==> config.mk <==
export PLATFORM = sky130hd
export DESIGN_NAME = pipeline_hazard_ctrl
export DESIGN_NICKNAME = d
export VERILOG_FILES = /design/src/rtl/pipeline_hazard_ctrl.sv
export SDC_FILE = /design/constraint.sdc
export NUM_CORES = 1
export LEC_CHECK = 0
export CORE_ASPECT_RATIO = 1.5
export CORE_MARGIN = 1
export CORE_UTILIZATION = 47
export DETAILED_ROUTE_END_ITERATION = 12
export PLACE_DENSITY = 0.77
export SYNTH_ARGS = -nofsm -noshare
export SYNTH_HDL_FRONTEND = slang
export SYNTH_SLANG_ARGS = --single-unit
==> constraint.sdc <==
create_clock -name clk_i -period 2.15 [get_ports clk_i]
set_input_delay 0.3225 -clock clk_i [delete_from_list [all_inputs] [get_ports clk_i]]
set_output_delay 0.3225 -clock clk_i [all_outputs]
set_load 0.02 [all_outputs]
==> src/rtl/pipeline_hazard_ctrl.sv <==
// Stall/flush controller for a 5-stage RISC-V pipeline: load-use, branch redirect
// and data-memory wait handling, plus saturating stall/flush counters and a wait timeout flag.
module pipeline_hazard_ctrl #(
  parameter int MEM_TIMEOUT = 16,
  parameter int CNT_W       = 32
) (
  input  logic             clk_i,
  input  logic             rst_i,
  input  logic [4:0]       ifid_rs1_i,
  input  logic [4:0]       ifid_rs2_i,
  input  logic [4:0]       idex_rd_i,
  input  logic             idex_memread_i,
  input  logic             branch_taken_i,
  input  logic             dmem_req_i,
  input  logic             dmem_ready_i,
  output logic             pc_en_o,
  output logic             ifid_en_o,
  output logic             ifid_flush_o,
  output logic             idex_en_o,
  output logic             idex_flush_o,
  output logic             exmem_en_o,
  output logic             memwb_bubble_o,
  output logic             mem_err_o,
  output logic [CNT_W-1:0] stall_cnt_o,
  output logic [CNT_W-1:0] flush_cnt_o
);

  localparam logic ST_RUN      = 1'b0;
  localparam logic ST_MEM_WAIT = 1'b1;

  localparam logic [CNT_W-1:0] CNT_ONE  = CNT_W'(1);
  localparam logic [CNT_W-1:0] CNT_MAX  = '1;
  localparam logic [15:0]      WAIT_MAX = '1;
  localparam logic [15:0]      WAIT_LIM = 16'(MEM_TIMEOUT);

  logic             state_reg, state_next;
  logic [15:0]      wait_cnt_reg, wait_cnt_next;
  logic             mem_err_reg;
  logic [CNT_W-1:0] stall_cnt_reg, flush_cnt_reg;

  logic mem_stall;
  logic load_use;
  logic branch_flush;

  assign mem_stall = dmem_req_i & ~dmem_ready_i;
  assign load_use  = idex_memread_i & (idex_rd_i != 5'd0) &
                     ((idex_rd_i == ifid_rs1_i) | (idex_rd_i == ifid_rs2_i));
  assign branch_flush = ~rst_i & ~mem_stall & branch_taken_i;

  always_comb begin
    pc_en_o        = 1'b1;
    ifid_en_o      = 1'b1;
    ifid_flush_o   = 1'b0;
    idex_en_o      = 1'b1;
    idex_flush_o   = 1'b0;
    exmem_en_o     = 1'b1;
    memwb_bubble_o = 1'b0;
    if (rst_i) begin
      pc_en_o        = 1'b0;
      ifid_en_o      = 1'b0;
      idex_en_o      = 1'b0;
      exmem_en_o     = 1'b0;
      ifid_flush_o   = 1'b1;
      idex_flush_o   = 1'b1;
      memwb_bubble_o = 1'b1;
    end else if (mem_stall) begin
      pc_en_o        = 1'b0;
      ifid_en_o      = 1'b0;
      idex_en_o      = 1'b0;
      exmem_en_o     = 1'b0;
      memwb_bubble_o = 1'b1;
    end else if (branch_taken_i) begin
      // Squashing the ID instruction also removes any load-use dependency it had.
      ifid_flush_o = 1'b1;
      idex_flush_o = 1'b1;
    end else if (load_use) begin
      pc_en_o      = 1'b0;
      ifid_en_o    = 1'b0;
      idex_flush_o = 1'b1;
    end
  end

  // The wait counter holds the number of stalled memory cycles so far, the entry cycle included.
  always_comb begin
    state_next    = mem_stall ? ST_MEM_WAIT : ST_RUN;
    wait_cnt_next = wait_cnt_reg;
    if (mem_stall) begin
      if (state_reg == ST_RUN)
        wait_cnt_next = 16'd1;
      else if (wait_cnt_reg != WAIT_MAX)
        wait_cnt_next = wait_cnt_reg + 16'd1;
    end
  end

  always_ff @(posedge clk_i) begin
    if (rst_i) begin
      state_reg     <= ST_RUN;
      wait_cnt_reg  <= 16'd0;
      mem_err_reg   <= 1'b0;
      stall_cnt_reg <= '0;
      flush_cnt_reg <= '0;
    end else begin
      state_reg    <= state_next;
      wait_cnt_reg <= wait_cnt_next;
      if (mem_stall && (wait_cnt_next >= WAIT_LIM))
        mem_err_reg <= 1'b1;
      if (!pc_en_o && (stall_cnt_reg != CNT_MAX))
        stall_cnt_reg <= stall_cnt_reg + CNT_ONE;
      if (branch_flush && (flush_cnt_reg != CNT_MAX))
        flush_cnt_reg <= flush_cnt_reg + CNT_ONE;
    end
  end

  assign mem_err_o   = mem_err_reg;
  assign stall_cnt_o = stall_cnt_reg;
  assign flush_cnt_o = flush_cnt_reg;

endmodule
==> impl_metrics.csv <==
group,metric,value,unit
timing,max_clock_freq,462.7,MHz
clocking,cts_root_buf,"clkbuf_16",
place,dp_cells,792,
logic_synthesis,syn_area,4492,sq um
global_route,grt-ovfl-total,0,
worst_setup_path,crit_start,"wait_cnt_reg[0]",
die,start_util,0.4854,
global_route,grt_pass1_vias,4538,
timing,holdWs,0.3683,ns
die,die_w,81.82,microns
die,io_pins,93,
worst_setup_path,reg2reg_setup_slack,-0.01,ns
final_layout,n_antenna_cell,0,
global_route,grt_use_total,0.2563,
logic_synthesis,syn_nets,565,
logic_synthesis,synth_warnings,0,
timing,final.period_utilization,1.005,
detailed_routing,drc,0,
timing,report.final.hold_viol_count,0,
clocking,clk_latency,0.34,ns
place,port_buffers,92,
final_layout,drive_above_1_share,0.2045,
outcome,status,"finished, violations left",
place,place_congestion,0.9086,
logic_synthesis,synthCells,541,
logic_synthesis,synth_edf_count,0,
place,place_ws,-0.5903,ns
final_layout,final_core_util,0.7120,
detailed_routing,dr.pass1.iters,5,
detailed_routing,drt_iter0_markers,223,
timing,min_period,2.161,ns
die,die_area,9960,sq um
final_layout,finalNonFillerCells,816,
die,core,9254,sq um
worst_setup_path,crit_required,2.39,ns
timing,clock_skew,0.007784,ns
logic_synthesis,synth_async_sr_flop_share,0,
clocking,numCtsBuffers,9,
logic_synthesis,syn_avg_cell_area,8.303,sq um
logic_synthesis,ys_ff_latch,82,
clocking,clk_path_buf_depth,2,
clocking,clk_pin_slew,0.06,ns
timing,maxSlewViolCount,0,
detailed_routing,viasPerCell,6.078,
worst_setup_path,crit_arrival,2.40,ns
clocking,htree_levels,3,
detailed_routing,wirelength,13430,microns
timing,finalSetupViolations,1,
logic_synthesis,synth_cell_type_count,58,
place,dp_hpwl,9177,microns
timing,slew-limit-headroom,0.4883,
power,vdd_drop_max,0.4527,mV
clocking,postCtsHoldBufs,0,
hold_path,min-delay-start,"rst_i",
worst_setup_path,end_kind,"flip-flop",
detailed_routing,postRouteAntennaNets,0,
worst_setup_path,worstSetupStartpointType,"flip-flop",
power,p_leak,2.360,nW
detailed_routing,routedWlPerCell,16.46,microns
global_route,antenna_found_initial,0,
logic_synthesis,synth_flop_cell,"dfxtp_1",
global_route,grt_max_degree,76,
global_route,grt_pass1_wl,20000,microns
clocking,cts_tree,"yes",
outcome,violations,"negative setup slack",
run,maxCapViolCount,0,
timing,rsz0062_at_grt,"true",
final_layout,syn2layout_area_growth,46.69,%
die,dieHeight,121.7,microns
hold_path,hp-class,"primary input to flip-flop",
worst_setup_path,worstPathMaxFanout,6,
worst_setup_path,worstSetupPathType,"flip-flop to flip-flop",
logic_synthesis,seq_area_frac_synth,0.3655,
power,powerDensity,523.8,nW/um^2
worst_setup_path,r2r_start,"wait_cnt_reg[0]",
timing,worst_slew_pin_slew,0.7676,ns
final_layout,nNetsFinal,723,
timing,setup_ws,-0.01114,ns
clocking,clock-sinks,82,
detailed_routing,num_vias,4960,
die,std_cell_rows,43,
## power breakdown
group / internal, W / leakage (nW) / switching, W / total [W]
Combinational: 0.000134 / 1.54 / 0.000162 / 0.000296
Clock: 0.000974 / 0.154 / 0.000644 / 0.00162
Sequential: 0.00153 / 0.664 / 0.00000823 / 0.00154
Total: 0.00264 / 2.36 / 0.000814 / 0.00345
## cells in the mapped netlist (all sizes together), types with 18 or more instances
library cell / count / area [sq um]
xnor2: 24 / 210.2
nor2: 42 / 157.7
a21oi: 50 / 250.2
nor3: 18 / 100.1
o31ai: 29 / 217.7
o21ai: 21 / 105.1
nand4: 18 / 133.9
nand2: 31 / 116.4
or4: 28 / 210.2
dfxtp: 82 / 1642
nand3: 33 / 170.2
or3: 20 / 131.4
## cell families after synthesis
family | after synthesis | synth area share
and+or+nand+nor | 252 | 0.3273
AOI/OAI and AO/OA | 121 | 0.1705
DFF | 82 | 0.3655
buffers and inverters | 42 | 0.04290
xor gates and xnor gates | 30 | 0.05850
muxes | 11 | 0.02702
adders and majority gates | 3 | 0.008357
## worst max-delay path, stage by stage (launching register included)
cell and delay, ns:
dfxtp_1 0.35, ha_2 0.22, nand3_4 0.12, o41ai_4 0.46
buf_4 0.19, nor2_1 0.05, a31oi_1 0.27, o31ai_2 0.10
a311oi_2 0.30
## final cells by class
cell class | instances | area, sq um
Fill cell | 719 | 2665
Tap cell | 112 | 140.1
Timing Repair Buffer | 178 | 1624
Clock buffer | 12 | 256.5
Inverter | 11 | 41.29
Multi-Input combinational cell | 417 | 2823
Sequential cell | 82 | 1648
Clock inverter | 4 | 56.30
## layout by cell type, fill, tap and decap left out, types with 7 or more instances in the layout
cell / instances
o21ai_0: 11
xnor2_1: 24
clkbuf_16: 10
nor3_1: 16
clkdlybuf4s50_1: 71
dlygate4sd2_1: 8
inv_1: 11
dlymetal6s2s_1: 9
o31ai_1: 28
nand3_1: 32
nor4_1: 7
dfxtp_1: 77
buf_4: 81
a21oi_1: 50
and3_1: 11
o21ai_1: 8
nor2b_1: 9
nand2_1: 30
or4_1: 27
nand4_1: 16
or3_1: 18
and4_1: 7
nor2_1: 40
## per-layer routing
metal | vias to the layer above | wire [microns] | track usage
li1 | 2372 | - | -
met1 | 2370 | 4955 | 0.2662
met2 | 181 | 7219 | 0.4654
met3 | 37 | 801 | 0.05243
met4 | 0 | 457 | 0.1382
met5 | - | 0 | 0
## through the flow
step	cell area (sq um)	TNS (ns)	total power, W
after detailed placement	6032	-22.00	0.001853
after CTS	6371	-0.001279	0.003466
after floorplan	4493	0	0.001712
after global routing	6589	-0.1583	0.003560
final	6589	-0.01114	0.003451
after global placement	6032	-17.00	0.001846
## final timing paths
path                                         end  cells after the start
worst max-delay path                   mem_err_o                      8
worst min-delay path            wait_cnt_reg[13]                      3
worst max register to register         mem_err_o                      8
worst min register to register   flush_cnt_o[23]                      2
## what timing repair did
action,in CTS,in global routing
pin swaps,2,11
gates cloned,0,1
gates resized for setup,27,37
buffers inserted,0,7
endpoints found under the setup margin,37,50
Power figures use the tool's default switching activity.
